## src/rtl/mdu_iter_pkg.sv

```systemverilog
// Shared definitions for the iterative multiply/divide unit: op codes, FSM states
// and op-classification helpers.
package mdu_pkg;

   typedef enum logic [3:0] {
      MULT  = 4'd1,
      MULTU = 4'd2,
      DIV   = 4'd3,
      DIVU  = 4'd4,
      MADD  = 4'd5,
      MADDU = 4'd6,
      MSUB  = 4'd7,
      MSUBU = 4'd8
   } op_e;

   typedef enum logic [1:0] {
      IDLE = 2'd0,
      RUN  = 2'd1,
      FIX  = 2'd2
   } state_e;

   function automatic logic is_valid_op(input logic [3:0] op);
      return (op != 4'd0) && (op <= 4'd8);
   endfunction

   function automatic logic is_div(input logic [3:0] op);
      return (op == DIV) || (op == DIVU);
   endfunction

   function automatic logic is_signed(input logic [3:0] op);
      return (op == MULT) || (op == DIV) || (op == MADD) || (op == MSUB);
   endfunction

   function automatic logic is_acc(input logic [3:0] op);
      return (op == MADD) || (op == MADDU) || (op == MSUB) || (op == MSUBU);
   endfunction

   function automatic logic is_sub(input logic [3:0] op);
      return (op == MSUB) || (op == MSUBU);
   endfunction

endpackage

```

## src/rtl/mdu_iter_if.sv

```systemverilog
// Handshake, operand and HI/LO access bundle between the execute stage and mdu_iter.
interface mdu_iter_if #(parameter int WIDTH = 32);
   logic             start;
   logic [3:0]       op;
   logic [WIDTH-1:0] in_a;
   logic [WIDTH-1:0] in_b;
   logic             write;
   logic             dst;
   logic             cancel;
   logic             busy;
   logic             done;
   logic [WIDTH-1:0] result;

   modport master (output start, op, in_a, in_b, write, dst, cancel,
                   input  busy, done, result);
   modport slave  (input  start, op, in_a, in_b, write, dst, cancel,
                   output busy, done, result);
endinterface

```

## src/rtl/mdu_iter_div_step.sv

```systemverilog
// One restoring-division step: shift in the next dividend bit, subtract the
// divisor when it fits, and produce the matching quotient bit.
module mdu_div_step #(parameter int WIDTH = 32) (
   input  logic [WIDTH-1:0] i_rem,
   input  logic             i_bit,
   input  logic [WIDTH-1:0] i_divisor,
   output logic [WIDTH-1:0] o_rem,
   output logic             o_qBit
);

   logic [WIDTH:0] w_shifted;

   assign w_shifted = {i_rem, i_bit};
   assign o_qBit    = w_shifted >= {1'b0, i_divisor};
   // The remainder is always below the divisor, so the top bit of the difference is zero.
   assign o_rem     = o_qBit ? WIDTH'(w_shifted - {1'b0, i_divisor}) : w_shifted[WIDTH-1:0];

endmodule

```

## src/rtl/mdu_iter.sv

```systemverilog
// Bit-serial multiply/divide unit with HI/LO registers: WIDTH iteration cycles on
// operand magnitudes, then one fix-up cycle for signs, accumulation and commit.
module mdu_iter
   import mdu_pkg::*;
#(
   parameter int WIDTH = 32
) (
   input logic     clk,
   input logic     reset,
   mdu_iter_if.slave bus
);

   localparam int CW = $clog2(WIDTH);
   localparam int W2 = 2 * WIDTH;

   state_e           r_state, w_nextState;
   logic [WIDTH-1:0] r_hi, r_lo, r_a, r_b;
   logic [W2-1:0]    r_acc;
   logic [CW-1:0]    r_cnt;
   logic [3:0]       r_op;
   logic             r_negRes, r_negRem, r_divZero, r_done;

   logic             w_cancel, w_launch, w_lastIter, w_commit;
   logic             w_aNeg, w_bNeg;
   logic [WIDTH-1:0] w_aMag, w_bMag, w_divRem, w_quot, w_rem;
   logic             w_qBit;
   logic [WIDTH:0]   w_mulSum;
   logic [W2-1:0]    w_mulNext, w_divNext, w_prod, w_hiLoNew;

   // Write outranks cancel and start; cancel only matters while an op is in flight.
   assign w_cancel   = bus.cancel && !bus.write && (r_state != IDLE);
   assign w_launch   = (r_state == IDLE) && bus.start && !bus.write && !bus.cancel
                       && is_valid_op(bus.op);
   assign w_lastIter = (r_cnt == CW'(WIDTH - 1));
   assign w_commit   = (r_state == FIX) && !w_cancel;

   assign w_aNeg = is_signed(bus.op) && bus.in_a[WIDTH-1];
   assign w_bNeg = is_signed(bus.op) && bus.in_b[WIDTH-1];
   assign w_aMag = w_aNeg ? -bus.in_a : bus.in_a;
   assign w_bMag = w_bNeg ? -bus.in_b : bus.in_b;

   // Multiply: multiplier sits in the low half and is consumed LSB first.
   assign w_mulSum  = {1'b0, r_acc[W2-1:WIDTH]} + (r_acc[0] ? {1'b0, r_a} : {(WIDTH+1){1'b0}});
   assign w_mulNext = {w_mulSum, r_acc[WIDTH-1:1]};

   mdu_div_step #(.WIDTH(WIDTH)) u_divStep (
      .i_rem     (r_acc[W2-1:WIDTH]),
      .i_bit     (r_acc[WIDTH-1]),
      .i_divisor (r_b),
      .o_rem     (w_divRem),
      .o_qBit    (w_qBit)
   );

   // Divide: remainder in the high half, dividend shifts out of the low half as quotient shifts in.
   assign w_divNext = {w_divRem, r_acc[WIDTH-2:0], w_qBit};

   always_comb begin
      w_prod    = r_negRes ? -r_acc : r_acc;
      w_quot    = r_negRes ? -r_acc[WIDTH-1:0] : r_acc[WIDTH-1:0];
      w_rem     = r_negRem ? -r_acc[W2-1:WIDTH] : r_acc[W2-1:WIDTH];
      w_hiLoNew = w_prod;
      if (is_div(r_op)) begin
         w_hiLoNew = {w_rem, w_quot};
      end else if (is_acc(r_op)) begin
         w_hiLoNew = is_sub(r_op) ? ({r_hi, r_lo} - w_prod) : ({r_hi, r_lo} + w_prod);
      end
   end

   always_comb begin
      w_nextState = r_state;
      case (r_state)
         IDLE:    if (w_launch) w_nextState = RUN;
         RUN: begin
            if (w_cancel)        w_nextState = IDLE;
            else if (w_lastIter) w_nextState = FIX;
         end
         FIX:     w_nextState = IDLE;
         default: w_nextState = IDLE;
      endcase
   end

   always_ff @(posedge clk) begin
      if (reset) begin
         r_state   <= IDLE;
         r_hi      <= '0;
         r_lo      <= '0;
         r_a       <= '0;
         r_b       <= '0;
         r_acc     <= '0;
         r_cnt     <= '0;
         r_op      <= '0;
         r_negRes  <= 1'b0;
         r_negRem  <= 1'b0;
         r_divZero <= 1'b0;
         r_done    <= 1'b0;
      end else begin
         r_state <= w_nextState;
         r_done  <= w_commit;
         if (w_launch) begin
            r_op      <= bus.op;
            r_a       <= w_aMag;
            r_b       <= w_bMag;
            r_negRes  <= w_aNeg ^ w_bNeg;
            r_negRem  <= w_aNeg;
            r_divZero <= (bus.in_b == '0);
            r_cnt     <= '0;
            r_acc     <= is_div(bus.op) ? {{WIDTH{1'b0}}, w_aMag} : {{WIDTH{1'b0}}, w_bMag};
         end else if (r_state == RUN) begin
            r_cnt <= r_cnt + CW'(1);
            r_acc <= is_div(r_op) ? w_divNext : w_mulNext;
         end
         if (w_commit && !(is_div(r_op) && r_divZero)) begin
            r_hi <= w_hiLoNew[W2-1:WIDTH];
            r_lo <= w_hiLoNew[WIDTH-1:0];
         end
         // A direct write lands after the commit so it wins for its own register.
         if (bus.write) begin
            if (bus.dst) r_hi <= bus.in_a;
            else         r_lo <= bus.in_a;
         end
      end
   end

   assign bus.busy   = (r_state != IDLE);
   assign bus.done   = r_done;
   assign bus.result = bus.dst ? r_hi : r_lo;

endmodule

```

## src/flat_wrapper.sv

```systemverilog
// flat-port wrapper written by rule: the top's interface ports become plain ports
module mdu_iter_flat import mdu_pkg::*;
#(
   parameter int WIDTH = 32
)
  (clk, reset, bus_start, bus_op, bus_in_a, bus_in_b, bus_write, bus_dst, bus_cancel, bus_busy, bus_done, bus_result);
  mdu_iter_if #(.WIDTH(WIDTH)) bus_i ();
  input logic clk;
  input logic reset;
  input wire logic [$bits(bus_i.start)-1:0] bus_start;
  input wire logic [$bits(bus_i.op)-1:0] bus_op;
  input wire logic [$bits(bus_i.in_a)-1:0] bus_in_a;
  input wire logic [$bits(bus_i.in_b)-1:0] bus_in_b;
  input wire logic [$bits(bus_i.write)-1:0] bus_write;
  input wire logic [$bits(bus_i.dst)-1:0] bus_dst;
  input wire logic [$bits(bus_i.cancel)-1:0] bus_cancel;
  output wire logic [$bits(bus_i.busy)-1:0] bus_busy;
  output wire logic [$bits(bus_i.done)-1:0] bus_done;
  output wire logic [$bits(bus_i.result)-1:0] bus_result;
  assign bus_i.start = bus_start;
  assign bus_i.op = bus_op;
  assign bus_i.in_a = bus_in_a;
  assign bus_i.in_b = bus_in_b;
  assign bus_i.write = bus_write;
  assign bus_i.dst = bus_dst;
  assign bus_i.cancel = bus_cancel;
  assign bus_busy = bus_i.busy;
  assign bus_done = bus_i.done;
  assign bus_result = bus_i.result;
  mdu_iter #(.WIDTH(WIDTH)) u_core (.clk(clk), .reset(reset), .bus(bus_i));
endmodule
```

## config.mk

```make
export PLATFORM = sky130hd
export DESIGN_NAME = mdu_iter_flat
export DESIGN_NICKNAME = d
export VERILOG_FILES = /design/src/rtl/mdu_iter_pkg.sv /design/src/rtl/mdu_iter_if.sv /design/src/rtl/mdu_iter_div_step.sv /design/src/rtl/mdu_iter.sv /design/src/flat_wrapper.sv
export SDC_FILE = /design/constraint.sdc
export NUM_CORES = 1
export LEC_CHECK = 0
export ABC_AREA = 0
export BUFFER_PORTS_ARGS = -buffer_cell sky130_fd_sc_hd__buf_2
export CAP_MARGIN = 10
export CORE_MARGIN = 2
export CORE_UTILIZATION = 30
export CTS_CLUSTER_DIAMETER = 150
export DETAILED_ROUTE_END_ITERATION = 16
export HOLD_SLACK_MARGIN = 0.1
export PLACE_DENSITY_LB_ADDON = 0.15
export SETUP_SLACK_MARGIN = 0.1
export SYNTH_ARGS = -nofsm -noshare
export SYNTH_HDL_FRONTEND = slang
export SYNTH_SLANG_ARGS = --single-unit
```

## constraint.sdc

```tcl
create_clock -name clk -period 14 [get_ports clk]
set_clock_uncertainty 0.15 [all_clocks]
set_input_delay 2.1 -clock clk [delete_from_list [all_inputs] [get_ports clk]]
set_output_delay 2.1 -clock clk [all_outputs]
set_load 0.05 [all_outputs]
```

==> flow_metrics.py, run 1 <==
metrics = {
    "cells_and_area": {
        "fill_cells": 8190,
        "antenna_cells": 0,
        "fin_nets": 3320,
        "layout-drive-gt1-share_pct": 9.16,
        "syn_to_final_growth_pct": 9.97,
        "fin_util_pct": 33.2,
    },
    "critical_path": {
        "crit_top_cell": "xor2_1",
        "end_kind": "register",
        "critPathSlowestCell": "or4b_1",
        "start_kind": "register",
        "worstSetupPathType": "register to register",
        "timing.rr.start": "u_core.r_acc[0]$_SDFFE_PP0P_",
        "path_cells": "buf_4 -> inv_1 -> ha_1 -> or4b_1 -> nor3_1 -> nand4_1 -> o31ai_1 -> xor2_1 -> nand4_1 -> nor3_2 -> a21oi_1 -> xor2_1 -> ha_1 -> a21o_1 -> a21o_1 -> a221oi_1 -> nand3b_1 -> nor3_1 -> a21oi_1 -> a31oi_1 -> xor2_1 -> o221ai_1 -> nand2_1 -> a311oi_1",
        "required_ns": 14.40,
        "crit_path_max_fanout": 41,
        "crit_start": "u_core.r_acc[0]$_SDFFE_PP0P_",
        "slowest_delay_ns": 0.83,
        "cp.arrival_ns": 8.37,
    },
    "power": {
        "finalPower_mw": 2.52,
        "ir_drop_mv": 0.115,
        "power_density_nw_per_um2": 100,
        "leakagePower_nw": 9.83,
    },
    "yosys": {
        "synth-xor-area-share_pct": 12.0,
        "synth-main-ff-cell": "dfxtp_1",
        "synth_area_um2": 22900,
        "async_reset_ff_share_pct": 0,
        "synthTopCellsByArea": "dfxtp_1 (18%), ha_1 (7.3%), a21oi_1 (6.3%)",
        "yosys_warnings": 0,
        "synth-seq-cells": 207,
        "synthAdderAreaFrac_pct": 7.54,
        "postSynthAreaPerCell_um2": 7.22,
        "synth_compound_area_share_pct": 30.6,
        "synth_top_area_share_pct": 18.1,
        "yosysTopAreaCell": "dfxtp_1",
        "synth_cells": 3166,
        "ys_seq_area_share_pct": 18.1,
        "yosysMostFrequentCell": "nor2_1",
        "synth_fp_nets": 3376,
        "ys_types": 91,
        "synthMuxAreaShare_pct": 3.68,
        "synth_top_family_by_area": "compound AO/OA/AOI/OAI gates",
        "synth_edf_count": 0,
        "synthTopCellsByCount": "nor2_1 (333), a21oi_1 (290), nand2_1 (277), dfxtp_1 (207), clkbuf_1 (196)",
        "synth-simple-area-share_pct": 22.6,
    },
    "timing": {
        "holdWs_ns": 0.300,
        "clock.fmax_mhz": 125,
        "setup_viol": 0,
        "hold_violations": 0,
        "setup_tns_ns": 0,
        "maxSlewViolCount": 0,
        "layout_min_cycle_time_ns": 7.98,
        "relSlewSlack_pct": 31.5,
        "setup_ws_ns": 6.02,
        "worst_slew_pin_slew_ns": 1.02,
        "min_period_over_period_pct": 57.0,
        "rsz0062_at_grt": "no",
    },
    "placement": {
        "port_buffers": 107,
        "gp_congestion": 0.941,
        "dpl.hpwl_um": 81900,
        "dp_slack_ns": 6.23,
    },
    "clock_network": {
        "cts_setup_buffers": 0,
        "clock_latency_ns": 0.63,
        "cts_tree": "done",
        "htree_levels": 1,
        "ctsResizeCount": 0,
        "clock_sinks": 207,
        "cts_buffer_depth": 3,
        "cts.hold.buffers_added": 0,
        "clkSlewWorstSetupHoldPaths_ns": 0.06,
        "numCtsBuffers": 31,
        "cts_root_buf": "clkbuf_16",
    },
    "global_routing": {
        "grt_max_degree": 91,
        "antenna_found_initial": 5,
        "grt_pass1_wl_um": 154000,
        "grt_usage_pct": 25.9,
        "grt_pass1_vias": 22707,
        "grt_overflow": 0,
    },
    "route": {
        "first_pass_iters": 5,
        "vias": 24083,
        "wl_um": 104000,
        "viasPerCell": 5.86,
        "initialDrtViolationCount": 2017,
        "avgRoutedWirePerCell_um": 25.4,
        "drcViolationCount": 0,
        "ant_nets": 0,
    },
    "floorplan": {
        "dieArea_um2": 78500,
        "start_util_pct": 30.2,
        "ios": 108,
        "coreArea_um2": 75700,
        "die_h_um": 280,
        "fp.dieW_um": 280,
        "num_rows": 101,
    },
    "run": {
        "drv_cap": 0,
    },
    "hold_path": {
        "hold_path.startpoint": "u_core.r_a[30]$_SDFFE_PP0P_",
        "hp-class": "register to register",
    },
    "outcome": {
        "status": "completed",
    },
}
==> through the flow <==
| step | std cells | area [um^2] |
|---|---|---|
| floorplan | 3166 | 22900 |
| detailed placement | 4055 | 24100 |
| global route | 4111 | 25200 |
| finish | 4111 | 25200 |
| global placement | 4055 | 24100 |
| CTS | 4111 | 25200 |
==> registers in the layout, summed over array words and instances (netlist names), 2 cells and up <==
name / count
u_core.r_cnt: 5
u_core.r_state: 2
u_core.r_hi: 32
u_core.r_lo: 32
u_core.r_b: 32
u_core.r_acc: 64
u_core.r_a: 32
u_core.r_op: 4
==> cell type report <==
class,count,area [um^2],area share [%]
multi-input combinational,2635,17600,69.9
sequential,207,4150,16.5
tap,978,1220,4.86
clock buffer,46,892,3.55
timing repair buffer,145,827,3.29
inverter,90,338,1.34
clock inverter,10,148,0.587
==> final timing paths <==
path / to / slack [ns] / cells past startpoint
worst min register to register: u_core.r_a[30]$_SDFFE_PP0P_ / 0.30 / 2
worst max-delay path: u_core.r_hi[17]$_SDFF_PP0_ / 6.02 / 24
worst min-delay path: u_core.r_a[30]$_SDFFE_PP0P_ / 0.30 / 2
worst max register to register: u_core.r_hi[17]$_SDFF_PP0_ / 6.02 / 24
==> metal layers <==
metal	track usage (%)	share of wire, %	vias to the layer above
met5	0	0.017	-
met1	35.8	46	11672
met2	41.3	45	717
li1	-	-	11527
met4	10.3	4.2	2
met3	2.69	5.1	165
==> cells by family after synthesis <==
kind of cell / count (synthesis)
fa+ha+maj: 136
flops: 207
buf+inv: 324
xor+xnor: 313
compound gates: 1044
mux: 80
simple gates: 1062
==> cells in the final DEF, fill, tap and decap left out, types with 38 or more instances in the layout <==
master,synthesis,layout
a21oi_1,290,287
a211oi_1,127,127
nand3_1,56,56
a31oi_1,39,38
nor3_1,85,84
mux2i_1,48,48
buf_2,6,106
o211ai_1,56,56
ha_1,133,133
xnor2_1,160,160
buf_4,0,38
nand4_1,42,42
and2_1,49,49
o21ai_0,136,136
nor2_1,333,333
a21o_1,89,87
xor2_1,152,152
inv_1,90,90
nand2_1,277,277
o31ai_1,46,46
dfxtp_1,207,206
==> report_power, final <==
group	switching [mW]	leakage, nW	total, mW	internal [mW]
Combinational	0.678	7.65	1.04	0.361
Clock	0.336	0.500	0.829	0.493
Sequential	0.0423	1.69	0.655	0.613
Total	1.06	9.83	2.52	1.47
==> critical path: cells and delay by family (launching register included) <==
family	cells	cell delay [ns]
AOI/OAI and AO/OA	9	2.44
and+or+nand+nor	8	3.20
adders and majority gates	2	0.71
DFF	1	0.30
buffers and inverters	2	0.36
xor gates and xnor gates	3	0.74
Power figures use the tool's default switching activity.
==> run 2, diff against run 1 <==
Clock period 14 ns to 7.58 ns, I/O delays scaled along.
==> run 2 against run 1 <==
  * Flip-flop and latch count stayed put
  * Worst setup slack worse by 5.4 ns
  * Global-route usage hardly changed
  * Register-to-register slack worse by 5.4 ns
  * Total power is 84% higher
  * Clock power is 80% higher
  * Routed wire length is 0.19% lower
  * Non-clock buffer count is 37 higher
  * First-iteration DRC count is 7.2% higher
  * Combinational power is 88% higher
  * Die area stayed put
  * Critical path type unchanged
==> flow_metrics.py, run 2 (synthesis gave the netlist of run 1 again) <==
metrics = {
    "outcome": {
        "status": "completed",
    },
    "global_routing": {
        "antenna_found_initial": 3,
        "grt_overflow": 0,
        "grt_usage_pct": 25.9,
        "grt_pass1_wl_um": 155000,
        "grt_max_degree": 125,
        "grt_pass1_vias": 22992,
    },
    "clock_network": {
        "clock_latency_ns": 0.61,
        "cts.hold.buffers_added": 0,
        "numCtsBuffers": 30,
        "clkSlewWorstSetupHoldPaths_ns": 0.06,
        "cts_root_buf": "clkbuf_16",
        "clock_sinks": 207,
        "cts_buffer_depth": 3,
        "htree_levels": 1,
        "cts_tree": "done",
    },
    "timing": {
        "relSlewSlack_pct": 21.3,
        "layout_min_cycle_time_ns": 7.00,
        "rsz0062_at_grt": "no",
        "setup_tns_ns": 0,
        "setup_viol": 0,
        "holdWs_ns": 0.301,
        "min_period_over_period_pct": 92.4,
        "maxSlewViolCount": 0,
        "hold_violations": 0,
        "worst_slew_pin_slew_ns": 1.18,
        "clock.fmax_mhz": 143,
    },
    "critical_path": {
        "critPathSlowestCell": "or4b_1",
        "cp_top_family": "compound AO/OA/AOI/OAI gates",
        "slowest_delay_ns": 0.68,
        "required_ns": 7.94,
        "worstSetupPathType": "register to register",
        "cp.arrival_ns": 7.36,
        "path_cells": "inv_1 -> ha_1 -> or4b_1 -> o41ai_4 -> xnor2_1 -> a2111oi_4 -> nand4_1 -> or2_2 -> nor2_1 -> a41oi_1 -> xor2_1 -> ha_1 -> o21a_1 -> o21ai_0 -> o311ai_0 -> a21oi_1 -> nand4_1 -> nand2_1 -> o31ai_1 -> xor2_1 -> a211oi_1 -> nor4_1",
        "crit_buf_inv": 1,
        "start_kind": "register",
        "crit_path_max_fanout": 9,
        "end_kind": "register",
    },
    "route": {
        "drcViolationCount": 0,
        "wl_um": 104000,
        "viasPerCell": 5.80,
        "ant_nets": 0,
        "first_pass_iters": 7,
        "avgRoutedWirePerCell_um": 25.1,
        "vias": 24047,
        "initialDrtViolationCount": 2163,
    },
    "floorplan": {
        "dieArea_um2": 78500,
        "coreArea_um2": 75700,
        "start_util_pct": 30.2,
        "fp.dieW_um": 280,
        "ios": 108,
        "num_rows": 101,
        "die_h_um": 280,
    },
    "cells_and_area": {
        "fin_nets": 3356,
        "fin_area_um2": 25400,
        "fill_cells": 8172,
        "layout_common_cells": "nor2_1 (333), a21oi_1 (287), nand2_1 (277), dfxtp_1 (206), xnor2_1 (160)",
        "largest-register": "u_core.r_acc",
        "multi_input_area_um2": 17600,
        "regArea_um2": 4150,
        "final_common_cell": "nor2_1",
        "largest_reg_flops": 64,
        "syn_to_final_growth_pct": 11.2,
        "fin_util_pct": 33.6,
        "layout-drive-gt1-share_pct": 10.4,
    },
    "run": {
        "drv_cap": 0,
    },
    "hold_path": {
        "hp-class": "register to register",
    },
    "placement": {
        "port_buffers": 107,
        "placed_area_um2": 24400,
        "dpl.hpwl_um": 81400,
        "gp_congestion": 0.944,
    },
    "power": {
        "ir_drop_mv": 0.166,
        "leakagePower_nw": 10.0,
        "power_density_nw_per_um2": 183,
    },
}
==> run 2: cell count changes in the layout (fill, tap and decap cells not counted), moves of 2 or more <==
cell	previous run	this run
buf_4	38	74
nor3_2	2	4
nor3_1	84	82
clkinv_2	3	6
clkbuf_1	9	5
clkbuf_8	6	4
==> run 2: tightest hold or removal path, cell delays in order, from the launching register on <==
cell and delay [ns]:
dfxtp_1 0.30, nand2_1 0.05, a21oi_1 0.05
==> run 2: area by class of cell <==
type | instances | area share, %
Antenna cell | 1 | 0.00984
Clock buffer | 40 | 3.34
Clock inverter | 13 | 0.595
Inverter | 90 | 1.33
Multi-Input combinational cell | 2635 | 69.2
Sequential cell | 207 | 16.3
Tap cell | 978 | 4.81
Timing Repair Buffer | 182 | 4.39
==> run 2: per-layer routing <==
metal	part of all wire [%]	global-route usage [%]	up-vias
met5	0.0067	0	-
met4	4.4	10.1	2
met3	5.5	3.07	175
met2	44	41.6	770
met1	46	35.4	11498
li1	-	-	11602
==> run 2: repair_timing <==
item	in CTS	in global routing
buffers inserted	0	0
setup endpoints to repair	0	17
resized for setup	0	4
==> run 2: metrics by stage <==
step	setup WS (ns)	total power, mW	cells
after floorplan	1.38	2.56	3166
after global placement	0.436	3.16	4092
after detailed placement	0.470	3.14	4092
after CTS	0.437	4.64	4145
after global routing	0.133	4.88	4146
final	0.579	4.65	4146
==> run 2: path summary, 6_finish.rpt <==
| check | from | endpoint | slack, ns | cells past startpoint |
|---|---|---|---|---|
| min reg2reg | u_core.r_a[0]$_SDFFE_PP0P_ | u_core.r_a[0]$_SDFFE_PP0P_ | 0.30 | 2 |
| max | u_core.r_acc[0]$_SDFFE_PP0P_ | u_core.r_hi[12]$_SDFF_PP0_ | 0.58 | 22 |
| max reg2reg | u_core.r_acc[0]$_SDFFE_PP0P_ | u_core.r_hi[12]$_SDFF_PP0_ | 0.58 | 22 |
| min | u_core.r_a[0]$_SDFFE_PP0P_ | u_core.r_a[0]$_SDFFE_PP0P_ | 0.30 | 2 |
==> run 2: report_power, final <==
group / internal [mW] / switching, mW / leakage, nW / total (mW)
combinational: 0.691 / 1.27 / 7.84 / 1.96
sequential: 1.13 / 0.0689 / 1.69 / 1.20
clock: 0.881 / 0.608 / 0.487 / 1.49
==> run 3, diff against run 2 <==
Settings changed: ABC_AREA 0 to 1, CTS_BUF_LIST set to sky130_fd_sc_hd__clkbuf_4 sky130_fd_sc_hd__clkbuf_8, CTS_CLUSTER_SIZE set to 12.
==> run 3 against run 2 <==
  * Clock power decreased by 48%
  * Critical path depth increased by 3
  * Sequential power about the same
  * Combinational power decreased by 13%
  * Worst hold slack improved by 0.030 ns
  * Non-clock buffer count decreased by 38
  * Synthesized area increased by 5.6%
==> flow_metrics.py, run 3 <==
metrics = {
    "global_routing": {
        "grt_overflow": 0,
        "grt_max_degree": 115,
        "antenna_found_initial": 2,
        "grt_pass1_wl_um": 175000,
        "grt_usage_pct": 28.4,
        "grt_pass1_vias": 26369,
    },
    "yosys": {
        "yosysTopAreaCell": "dfxtp_1",
        "postSynthAreaPerCell_um2": 5.84,
        "synthTopCellsByCount": "nand2_1 (994), inv_1 (512), nor2_1 (416), o21ai_0 (389), a21oi_1 (375)",
        "synth-seq-cells": 207,
        "synth_top_area_share_pct": 17.2,
        "yosys_warnings": 0,
        "synth_edf_count": 0,
        "synthTopCellsByArea": "dfxtp_1 (17%), nand2_1 (15%), o21ai_0 (8.1%)",
        "synth-main-ff-cell": "dfxtp_1",
        "ys_seq_area_share_pct": 17.2,
        "synth_fp_nets": 4345,
        "synth_cells": 4135,
        "ys_types": 60,
        "async_reset_ff_share_pct": 0,
        "yosysMostFrequentCell": "nand2_1",
        "synth_area_um2": 24100,
    },
    "floorplan": {
        "dieArea_um2": 82800,
        "num_rows": 104,
        "die_h_um": 288,
        "ios": 108,
        "start_util_pct": 30.1,
        "fp.dieW_um": 288,
        "coreArea_um2": 80200,
    },
    "placement": {
        "dp_slack_ns": 1.26,
        "dpl.cell_count": 5183,
        "gp_congestion": 1.03,
        "port_buffers": 107,
        "dpl.hpwl_um": 97700,
    },
    "power": {
        "ir_drop_mv": 0.115,
        "pwr-share-seq_pct": 32.5,
        "netSwitchingPower_mw": 1.78,
        "clkPwrFrac_pct": 21.2,
        "p_comb_share_pct": 46.3,
        "internal-power_mw": 1.88,
        "leakagePower_nw": 12.4,
        "sw_frac_of_total_pct": 48.6,
        "power_density_nw_per_um2": 141,
    },
    "critical_path": {
        "slowest_delay_ns": 0.65,
        "crit_top_cell": "nor2_1",
        "crit_path_max_fanout": 59,
        "critPathSlowestCell": "buf_4",
        "worstSetupPathType": "register to register",
        "timing.rr.start": "u_core.r_negRes$_SDFFE_PP0P_",
        "required_ns": 8.03,
        "cp.arrival_ns": 6.81,
        "start_kind": "register",
        "end_kind": "register",
        "reg2reg_setup_slack_ns": 1.22,
        "crit-reg2reg-capture": "u_core.r_hi[11]$_SDFF_PP0_",
        "worstRegToRegCells": 25,
    },
    "clock_network": {
        "clkSlewWorstSetupHoldPaths_ns": 0.11,
        "cts_tree": "done",
        "numCtsBuffers": 21,
        "cts_root_buf": "clkbuf_8",
        "cts_buffer_depth": 3,
        "htree_levels": 1,
        "clock_sinks": 207,
        "ctsResizeCount": 0,
        "cts_setup_buffers": 0,
        "clock_latency_ns": 0.67,
        "cts.hold.buffers_added": 0,
    },
    "hold_path": {
        "hold_path.startpoint": "u_core.r_cnt[4]$_SDFFE_PP0P_",
        "hold_end": "u_core.r_cnt[4]$_SDFFE_PP0P_",
        "hp-class": "register to register",
        "hold_depth": 2,
    },
    "route": {
        "vias": 28613,
        "ant_nets": 0,
        "initialDrtViolationCount": 3451,
        "avgRoutedWirePerCell_um": 23.5,
        "first_pass_iters": 6,
        "viasPerCell": 5.49,
        "drcViolationCount": 0,
        "wl_um": 123000,
    },
    "cells_and_area": {
        "stdcell_count": 5209,
        "fin_util_pct": 32.5,
        "layout-drive-gt1-share_pct": 7.23,
        "largest_reg_flops": 64,
        "fill_cells": 9309,
        "final_common_cell": "nand2_1",
        "largest-register": "u_core.r_acc",
        "layout_common_cells": "nand2_1 (991), inv_1 (512), nor2_1 (411), o21ai_0 (389), a21oi_1 (373)",
        "syn_to_final_growth_pct": 8.00,
        "fin_nets": 4356,
    },
    "timing": {
        "hold_violations": 0,
        "relSlewSlack_pct": 23.8,
        "clock.fmax_mhz": 157,
        "setup_viol": 0,
        "worst_slew_pin_slew_ns": 1.14,
        "maxSlewViolCount": 0,
        "layout_min_cycle_time_ns": 6.36,
        "setup_tns_ns": 0,
        "setup_ws_ns": 1.22,
        "rsz0062_at_grt": "no",
        "min_period_over_period_pct": 83.9,
    },
    "outcome": {
        "status": "completed",
    },
    "run": {
        "drv_cap": 0,
    },
}
-- run 3: power by group through the flow --
stage          registers [mW]  logic [mW]  clock network, mW
2_1_floorplan            1.18        1.13                  0
3_3_place_gp             1.21        1.66                  0
3_5_place_dp             1.21        1.64                  0
4_1_cts                  1.19        1.65              0.787
5_1_grt                  1.19        1.83              0.816
6_report                 1.19        1.70              0.779
-- run 3: final cells by class --
cell class                      count  area (um^2)  share of cell area (%)
Multi-Input combinational cell   3241        17500                    66.9
Sequential cell                   207         4150                    15.9
Inverter                          531         1990                    7.65
Tap cell                         1060         1330                    5.09
Timing Repair Buffer              144          826                    3.17
Clock buffer                       23          310                    1.19
Clock inverter                      2         16.3                  0.0624
Antenna cell                        1         2.50                 0.00960
-- run 3: worst max path at each step --
stage | slack, ns | cells past startpoint | endpoint | startpoint
after floorplan | 2.89 | 32 | u_core.r_hi[21]$_SDFF_PP0_ | u_core.r_acc[0]$_SDFFE_PP0P_
after global placement | 1.24 | 22 | u_core.r_hi[30]$_SDFF_PP0_ | u_core.r_op[0]$_SDFFE_PP0P_
after detailed placement | 1.26 | 21 | u_core.r_hi[2]$_SDFF_PP0_ | u_core.r_op[0]$_SDFFE_PP0P_
after CTS | 1.25 | 21 | u_core.r_hi[2]$_SDFF_PP0_ | u_core.r_op[0]$_SDFFE_PP0P_
after global routing | 0.60 | 21 | u_core.r_hi[2]$_SDFF_PP0_ | u_core.r_op[0]$_SDFFE_PP0P_
final | 1.22 | 25 | u_core.r_hi[11]$_SDFF_PP0_ | u_core.r_negRes$_SDFFE_PP0P_
-- run 3: kinds of logic after synthesis --
group | after synthesis | synth area share (%)
AND/OR/NAND/NOR | 1855 | 33.0
AO/OA/AOI/OAI | 1053 | 24.7
buffers and inverters | 687 | 10.8
flip-flops | 207 | 17.2
XOR/XNOR | 197 | 7.18
adder cells (fa/ha/maj) | 136 | 7.14
-- run 3: per-layer routing --
layer	GRT usage, %	share of wire, %	up-vias
met5	0	0.0090	-
met4	10.0	4.1	2
met3	2.59	7.1	191
met2	43.9	43	1225
met1	40.9	46	13444
li1	-	-	13751
-- run 3: worst max-delay path: cells and delay by family (launching register included) --
| family | cells | cell delay [ns] |
|---|---|---|
| simple gates | 16 | 2.91 |
| compound gates | 5 | 1.29 |
| buf+inv | 2 | 0.75 |
| flops | 1 | 0.61 |
| fa+ha+maj | 1 | 0.42 |
| xor+xnor | 1 | 0.14 |
-- run 3: per-stage QoR --
stage                     area [um^2]  power (mW)  hold slack [ns]
after floorplan                 24100        2.31            0.295
after detailed placement        25700        2.86            0.318
after CTS                       26100        3.63            0.333
after global placement          25700        2.87            0.308
final                           26100        3.67            0.331
after global routing            26100        3.84            0.361
